### src/rtl/pwm_gen_pkg.sv
// Shared definitions for the tick-driven PWM generator.
//   state_t   : controller state (IDLE / RUN)
//   PERIOD    : period length in ticks for the default counter width
//   sat_duty  : clamps a requested duty to the full-period maximum 2^width
package pwm_pkg;

    typedef enum logic {
        IDLE = 1'b0,
        RUN  = 1'b1
    } state_t;

    localparam int unsigned WIDTH_DEFAULT = 8;
    localparam int unsigned PERIOD        = 2 ** WIDTH_DEFAULT;

    // Duty values above a full period would mean "more than always on";
    // they are clamped so the compare against the counter stays meaningful.
    function automatic logic [31:0] sat_duty(input logic [31:0] duty,
                                             input int unsigned width);
        logic [31:0] limit;
        limit = 32'd1 << width;
        return (duty > limit) ? limit : duty;
    endfunction

endpackage

### src/rtl/pwm_gen_duty_shadow.sv
// Double-buffered duty register for pwm_gen.
// Holds a pending duty until the next apply edge (period wrap or IDLE->RUN),
// then promotes it to the active duty. A write landing on an apply edge
// bypasses the pending register and loads the active duty directly.
// Ports:
//   clk, rst_n        : clock, asynchronous active-low reset
//   apply             : this edge is a period boundary (wrap or start)
//   duty_wr           : one-cycle write strobe
//   duty_sat          : already-saturated write value
//   duty_active       : duty in use for the current period
//   duty_active_next  : value duty_active takes on the coming edge
//   duty_busy         : a written duty is pending
//   duty_ack          : one-cycle pulse after a new duty becomes active
module duty_shadow #(
    parameter int unsigned WIDTH = 8
) (
    input  logic             clk,
    input  logic             rst_n,
    input  logic             apply,
    input  logic             duty_wr,
    input  logic [WIDTH:0]   duty_sat,
    output logic [WIDTH:0]   duty_active,
    output logic [WIDTH:0]   duty_active_next,
    output logic             duty_busy,
    output logic             duty_ack
);

    logic [WIDTH:0] duty_pend;
    logic           pend_flag;

    // A write on the apply edge wins over an older pending value.
    always_comb begin
        duty_active_next = duty_active;
        if (apply) begin
            if (duty_wr) begin
                duty_active_next = duty_sat;
            end else if (pend_flag) begin
                duty_active_next = duty_pend;
            end
        end
    end

    always_ff @(posedge clk or negedge rst_n) begin
        if (!rst_n) begin
            duty_active <= '0;
            duty_pend   <= '0;
            pend_flag   <= 1'b0;
            duty_ack    <= 1'b0;
        end else begin
            duty_active <= duty_active_next;
            duty_ack    <= apply && (duty_wr || pend_flag);
            if (apply) begin
                pend_flag <= 1'b0;
            end else if (duty_wr) begin
                duty_pend <= duty_sat;
                pend_flag <= 1'b1;
            end
        end
    end

    assign duty_busy = pend_flag;

endmodule

### src/rtl/pwm_gen.sv
// Tick-driven PWM generator. The counter advances on each divider tick while
// running; period is 2^WIDTH ticks. Duty is double-buffered in duty_shadow so
// a new value only takes effect at a period boundary.
// Ports:
//   clk, rst_n  : clock, asynchronous active-low reset
//   tick        : one-cycle advance enable from the divider
//   en          : run request; 0 returns to IDLE
//   duty_wr     : one-cycle write strobe for duty_in
//   duty_in     : requested high time in ticks (saturates to 2^WIDTH)
//   duty_busy   : a written duty is pending
//   duty_ack    : one-cycle pulse after a pending duty becomes active
//   period_end  : one-cycle pulse the cycle after the counter wraps
//   pwm_out     : registered PWM output
module pwm_gen
    import pwm_pkg::*;
#(
    parameter int unsigned WIDTH = 8
) (
    input  logic             clk,
    input  logic             rst_n,
    input  logic             tick,
    input  logic             en,
    input  logic             duty_wr,
    input  logic [WIDTH:0]   duty_in,
    output logic             duty_busy,
    output logic             duty_ack,
    output logic             period_end,
    output logic             pwm_out
);

    state_t           state;
    state_t           state_next;
    logic [WIDTH-1:0] cnt;
    logic [WIDTH-1:0] cnt_next;
    logic             wrap;
    logic             apply;
    logic             pwm_next;
    logic [WIDTH:0]   duty_sat;
    logic [WIDTH:0]   duty_active;
    logic [WIDTH:0]   duty_active_next;

    assign duty_sat = (WIDTH + 1)'(sat_duty(32'(duty_in), WIDTH));

    // State register
    always_ff @(posedge clk or negedge rst_n) begin
        if (!rst_n) begin
            state <= IDLE;
        end else begin
            state <= state_next;
        end
    end

    // Next-state logic
    always_comb begin
        state_next = state;
        case (state)
            IDLE:    state_next = en ? RUN : IDLE;
            RUN:     state_next = en ? RUN : IDLE;
            default: state_next = IDLE;
        endcase
    end

    // Output / datapath decode
    always_comb begin
        wrap     = (state == RUN) && en && tick && (cnt == '1);
        apply    = ((state == IDLE) && en) || wrap;
        cnt_next = cnt;
        if (state_next == IDLE) begin
            cnt_next = '0;
        end else if ((state == RUN) && tick) begin
            cnt_next = cnt + 1'b1;
        end
        // Compare against next-cycle values so pwm_out lines up with cnt.
        pwm_next = (state_next == RUN) && ({1'b0, cnt_next} < duty_active_next);
    end

    always_ff @(posedge clk or negedge rst_n) begin
        if (!rst_n) begin
            cnt        <= '0;
            pwm_out    <= 1'b0;
            period_end <= 1'b0;
        end else begin
            cnt        <= cnt_next;
            pwm_out    <= pwm_next;
            period_end <= wrap;
        end
    end

    duty_shadow #(
        .WIDTH (WIDTH)
    ) u_duty_shadow (
        .clk              (clk),
        .rst_n            (rst_n),
        .apply            (apply),
        .duty_wr          (duty_wr),
        .duty_sat         (duty_sat),
        .duty_active      (duty_active),
        .duty_active_next (duty_active_next),
        .duty_busy        (duty_busy),
        .duty_ack         (duty_ack)
    );

endmodule

### config.mk
export PLATFORM = sky130hd
export DESIGN_NAME = pwm_gen
export DESIGN_NICKNAME = d
export VERILOG_FILES = /design/src/rtl/pwm_gen_pkg.sv /design/src/rtl/pwm_gen_duty_shadow.sv /design/src/rtl/pwm_gen.sv
export SDC_FILE = /design/constraint.sdc
export NUM_CORES = 1
export LEC_CHECK = 0
export CAP_MARGIN = 10
export CORE_MARGIN = 2
export CORE_UTILIZATION = 56
export DETAILED_ROUTE_END_ITERATION = 8
export HOLD_SLACK_MARGIN = 0.08
export PLACE_DENSITY = 0.79
export SLEW_MARGIN = 20
export SYNTH_ARGS = -nofsm -noshare
export SYNTH_HDL_FRONTEND = slang
export SYNTH_SLANG_ARGS = --single-unit
### constraint.sdc
create_clock -name clk -period 3.2 [get_ports clk]
set_clock_uncertainty 0.1 [all_clocks]
set_input_delay 0.96 -clock clk [delete_from_list [all_inputs] [get_ports clk]]
set_output_delay 0.96 -clock clk [all_outputs]
set_load 0.05 [all_outputs]
## Word-level counts from Yosys, hierarchy flattened

Cells that the tools add are included.

| operators by class | value |
|---|---|
| add/sub/neg operators | 1 |
| order comparisons | 2 |
| equal/unequal tests | 1 |
| mux-type cells | 9 |
| bitwise operators | 2 |
| reduce and logical (&&, ||, !) cells | 11 |

Operators with widths:

| cell | number |
|---|---|
| 9-bit 2-to-1 mux | 4 |
| 8-bit 2-to-1 mux | 2 |
| 9-bit greater-than comparator, second input constant | 1 |
| 8-bit by 9-bit < comparator with 1-bit output | 1 |
| 8-bit by 1-bit adder with 8-bit output, second input constant | 1 |
| 8-bit == test, second input constant | 1 |
| 1-bit logical AND | 7 |
| 1-bit 2-to-1 mux | 3 |
| 1-bit logical OR | 2 |
| 1-bit NOT | 2 |
| 2-bit AND reduction | 1 |
| 2-bit nonzero test | 1 |

| storage, ports and cells | value |
|---|---|
| register bits | 31 |
| input port bits | 14 |
| output and inout port bits | 4 |
| word-level logic and storage cells | 34 |

## Depth between registers and ports, before layout

| depth | value |
|---|---|
| word-level depth | 7 |
| depth in mapped cells | 15 |
| depth with buffers taken out | 12 |

## Modules after synthesis

From an unflattened synthesis, not the netlist that was laid out.

| second synthesis, totals | value |
|---|---|
| cells, all modules | 155 |
| area, all modules | 1626.6 um^2 |

By module, submodules not included:

| module | instances | cells each | area each (um^2) | sequential area each (um^2) |
|---|---|---|---|---|
| duty_shadow | 1 | 76 | 894.6 | 500.5 |
| pwm_gen | 1 | 79 | 732.0 | 275.3 |

## Worst setup path after synthesis

OpenSTA, ideal clock, no wires.

| path | value |
|---|---|
| path kind | input to register |
| from | in tick |
| to | reg pwm_out |
| setup time | 0.130 ns |
| arrival time | 2.902 ns |
| required time | 2.970 ns |
| path slack | 0.069 ns |
| cell stages on the path | 13 |
| path buffers | 3 |
| path through | and4_1 -> buf_6 -> a31o_1 -> buf_6 -> and2_4 -> buf_6 -> nand2_2 -> o221ai_1 -> ha_1 -> nand4_1 -> or2_2 -> o211ai_1 -> a31oi_1 |

| between the ends | value |
|---|---|
| longest elaborated chain between the ends | 6 |
| elaborated cells on any way between the ends | 9 |
| classes of those cells | 1 x order compare; 3 x mux; 5 x reduce/logical |

Ends and longest elaborated chain:

| element | line | RTL |
|---|---|---|
| from (decl) | pwm_gen.sv:21 | `input logic tick,` |
| 1-bit logical AND (2 in a row) | pwm_gen.sv:65 | `wrap = (state == RUN) && en && tick && (cnt == '1);` |
| 1-bit logical OR | pwm_gen.sv:66 | `apply = ((state == IDLE) && en) \|\| wrap;` |
| 9-bit 2-to-1 mux | pwm_gen_duty_shadow.sv:34 | `if (apply) begin` |
| 8-bit by 9-bit < comparator with 1-bit output (*) | pwm_gen.sv:74 | `pwm_next = (state_next == RUN) && ({1'b0, cnt_next} < duty_active_next);` |
| 1-bit logical AND (*) | pwm_gen.sv:74 |  |
| net pwm_next | pwm_gen.sv:37 | `logic pwm_next;` |
| to (signal assigned) | pwm_gen.sv:84 | `pwm_out <= pwm_next;` |
| to (decl) | pwm_gen.sv:28 | `output logic pwm_out` |

Mark *: on every way through the listed nets, which the timed path passes. The rest lies on a longest branch.
A chain may end at the register's enable or synchronous reset.

## Final worst setup path

| path | value |
|---|---|
| from | in en |
| to | reg pwm_out |

| between the ends | value |
|---|---|
| longest elaborated chain between the ends | 7 |
| elaborated cells on any way between the ends | 10 |
| classes of those cells | 1 x order compare; 3 x mux; 6 x reduce/logical |

Ends and longest elaborated chain:

| element | line | RTL |
|---|---|---|
| from (decl) | pwm_gen.sv:22 | `input logic en,` |
| 1-bit logical AND (3 in a row) | pwm_gen.sv:65 |  |
| 1-bit logical OR | pwm_gen.sv:66 |  |
| 9-bit 2-to-1 mux | pwm_gen_duty_shadow.sv:34 |  |
| 8-bit by 9-bit < comparator with 1-bit output | pwm_gen.sv:74 |  |
| 1-bit logical AND (*) | pwm_gen.sv:74 |  |
| net pwm_next | pwm_gen.sv:37 |  |

Marked as above.

==> reports/results.ini <==
[placement]
dpl.hpwl_mm = 3.14
place.gp.congestion = 0.839
place_area_sq_mm = 0.00214
placement.io_buffers = 17
post-place-cells = 262

[synthesis]
total_of_flip_flops_plus_latches_after_synthesis = 31
synth.cells.most_frequent = sky130_fd_sc_hd__dfrtp_1 (31), sky130_fd_sc_hd__nor2_1 (22), sky130_fd_sc_hd__a21oi_1 (16)
yosys_warnings = 0
synth_top_cell_area_share = 0.433
netlist-cell-type-count = 39
synth_edf_count = 0
postSynthAreaPerCell_sq_um = 9.52
ys.flop_type = sky130_fd_sc_hd__dfrtp_1
mappedNetlistNets = 210
synth-seq-area-share = 0.433
netlist_area_sq_mm = 0.00179
ys_top_cells_by_area = sky130_fd_sc_hd__dfrtp_1 (43%), sky130_fd_sc_hd__ha_1 (5.6%), sky130_fd_sc_hd__nor2_1 (4.6%)
synth_top_cell_by_area = sky130_fd_sc_hd__dfrtp_1
synth_cells = 188
synthMostInstantiatedCell = sky130_fd_sc_hd__dfrtp_1
async_reset_ff_frac = 1.00

[min_path]
number_of_cells_on_the_worst_hold_path = 2
hold_path.class = reg -> reg
hold_path_startpoint = u_duty_shadow.duty_pend[1]$_DFFE_PN0P_
hold-path-endpoint = u_duty_shadow.duty_pend[1]$_DFFE_PN0P_

[cts]
worstSkewPairLatency_ns = 0.34
cts-root-buf = sky130_fd_sc_hd__clkbuf_4
path_clk_slew_ns = 0.10
cts-hold-fix-buffers = 0
cts_tree = yes
numClockSinks = 31
cts-htree-levels = 2
clock_tree.buffer_depth = 2
cts_made_buffers = 5

[cells_and_area]
fin_area_sq_mm = 0.00230
drive_gt1_frac = 0.313
antennaDiodeCount = 0
fin_nets = 251
areaGrowthSynthToFinish_pct = 28.5
finalNonFillerCells = 274

[worst_setup_path]
critical-path-slowest-cell = sky130_fd_sc_hd__a31oi_4
worstPathBufferInverterCount = 1
worstPathCellList = dlymetal6s2s_1 -> and4_4 -> a31oi_4 -> nor2_1 -> a21oi_1 -> o221ai_1 -> ha_1 -> nand4_1 -> or2_2 -> o211ai_1 -> a31oi_1
critical-path-max-stage-delay_ns = 0.33
worst_ep_arrival_time_ns = 3.07
worstSetupStartpointType = input pin
ff2ff_setup_slack_ns = 0.34
critical_path_peak_fanout = 8
worstRegToRegCells = 11
worst_r2r_startpoint = cnt[0]$_DFF_PN0_
timing.critical_path.required_ns = 3.32
endpoint_kind = register
critical_path.reg2reg.endpoint = pwm_out$_DFF_PN0_
worstSetupPathType = in -> reg
critical-path-top-delay-family = compound AO/OA/AOI/OAI gates

[timing]
fmaxAchievable_mhz = 339
timing.hold.ws_ns = 0.390
timing.slew.headroom = 0.669
fin_crit_ns = 2.95
hold_viol_final = 0
worst_slew_pin_slew_ns = 0.494
final-setup-viol-count = 0
post-route-period-util = 0.921
timing.final.max_slew_violations = 0
rsz0062_at_grt = no
fin_setup_tns_ns = 0

[run_status]
status = finished, final reports clean

[global_route]
globalRouteTotalUtil = 0.268
pin_count_of_the_biggest_net_entering_global_routing = 32
first_global_vias = 1606
globalRouteOverflowTotal = 0
antenna_found_initial = 0
first_pass_grt_wire_length_mm = 7.23

[power]
totalPowerFinal_mw = 0.974
power_per_cell_area_mw_per_mm2 = 423
cellLeakagePower_nw = 1.02
worst_ir_drop_vdd_mv = 0.245

[die]
initial_utilization = 0.586
core_sq_mm = 0.00305
die_area_sq_mm = 0.00367
io_pins = 18
die_x_um = 60.5
fp-row-count = 20
die_height_um = 60.5

[detailed_routing]
detail_route.iter0.violations = 100
drt_first_pass_iters = 4
route.antenna.remaining_nets = 0
drt_drc_violations_left = 0
drt_wl_total_mm = 4.37
wl_per_cell_um = 16.0
vias = 1602
viasPerCell = 5.85

[flow_run]
cap_viol_max_count = 0

-- placed cells by master, fill, tap and decap left out, drive strengths merged, types with 2 or more instances in the layout --
| cell type | netlist | final |
|---|---|---|
| mux2i | 2 | 2 |
| nor2 | 22 | 22 |
| nand2b | 8 | 8 |
| o221a | 7 | 7 |
| dlymetal6s2s | 0 | 2 |
| and4 | 2 | 2 |
| buf | 7 | 29 |
| nand3 | 6 | 6 |
| a21oi | 16 | 16 |
| or3 | 2 | 2 |
| xor2 | 4 | 4 |
| a21o | 3 | 3 |
| dfrtp | 31 | 31 |
| or2 | 2 | 2 |
| and2 | 3 | 3 |
| o221ai | 7 | 7 |
| clkbuf | 5 | 8 |
| ha | 8 | 8 |
| clkdlybuf4s50 | 0 | 15 |
| nand2 | 22 | 22 |
| a31oi | 2 | 2 |
| o21ai | 12 | 12 |
| nand4 | 4 | 4 |
-- cells by family (layout without fill, tap and decap cells) --
logic type,after synthesis,after routing,synth area share
AND/OR/NAND/NOR,76,76,0.216
AO/OA/AOI/OAI,52,52,0.210
flip-flops,31,31,0.433
buffers and inverters,14,56,0.0475
adder cells (fa/ha/maj),8,8,0.0559
XOR/XNOR,4,4,0.0196
multiplexers,3,3,0.0175
-- flip-flops by register name, indices dropped and copies added (netlist names) --
signal	count
u_duty_shadow.duty_pend	9
u_duty_shadow.duty_active	9
state	1
cnt	8
period_end	1
u_duty_shadow.duty_busy	1
pwm_out	1
u_duty_shadow.duty_ack	1
-- worst max path at each step --
stage,to,start,depth (start not counted)
6_report,pwm_out$_DFF_PN0_,en,11
5_1_grt,pwm_out$_DFF_PN0_,en,11
4_1_cts,pwm_out$_DFF_PN0_,tick,12
3_5_place_dp,pwm_out$_DFF_PN0_,en,11
3_3_place_gp,pwm_out$_DFF_PN0_,en,11
2_1_floorplan,pwm_out$_DFF_PN0_,tick,13
-- per-layer routing --
metal / vias up / global-route usage / share of wire
met3: 5 / 0.0512 / 0.037
met1: 794 / 0.320 / 0.41
met5: - / 0 / 0
li1: 762 / - / -
met2: 41 / 0.478 / 0.55
met4: 0 / 0.106 / 0.0089
-- power by group --
| part | switching (mW) | leakage (nW) | internal [mW] |
|---|---|---|---|
| registers | 0.0296 | 0.396 | 0.430 |
| logic | 0.119 | 0.588 | 0.126 |
| clock network | 0.140 | 0.0386 | 0.129 |
| total | 0.289 | 1.02 | 0.685 |
-- timing repair --
| item | CTS | global route |
|---|---|---|
| buffers inserted | 1 | 3 |
| gates resized for setup | 6 | 13 |
| endpoints found under the setup margin | 1 | 1 |
| pin swaps | 6 | 13 |
| cloned | 0 | 0 |
-- final cells by class --
class | instances | area, sq um
multi-input combinational | 143 | 988
sequential | 31 | 776
fill | 222 | 752
timing repair buffer | 46 | 405
clock buffer | 8 | 68.8
tap | 44 | 55.1
inverter | 2 | 7.51
-- stage by stage --
stage	worst slack (ns)	util
after detailed placement	-0.413	0.700
after global routing	0.106	0.754
after floorplan	0.0686	-
after CTS	0.0160	0.731
after global placement	-0.311	0.700
final	0.252	0.754
-- worst register-to-register path: stages, from the launching register on --
cell,delay [ns]
sky130_fd_sc_hd__dfrtp_1,0.43
sky130_fd_sc_hd__ha_1,0.25
sky130_fd_sc_hd__and4_4,0.22
sky130_fd_sc_hd__a31oi_4,0.28
sky130_fd_sc_hd__nor2_1,0.10
sky130_fd_sc_hd__a21oi_1,0.19
sky130_fd_sc_hd__o221ai_1,0.13
sky130_fd_sc_hd__ha_1,0.33
sky130_fd_sc_hd__nand4_1,0.13
sky130_fd_sc_hd__or2_2,0.30
sky130_fd_sc_hd__o211ai_1,0.17
sky130_fd_sc_hd__a31oi_1,0.10
(Power assumes the default switching activity.)
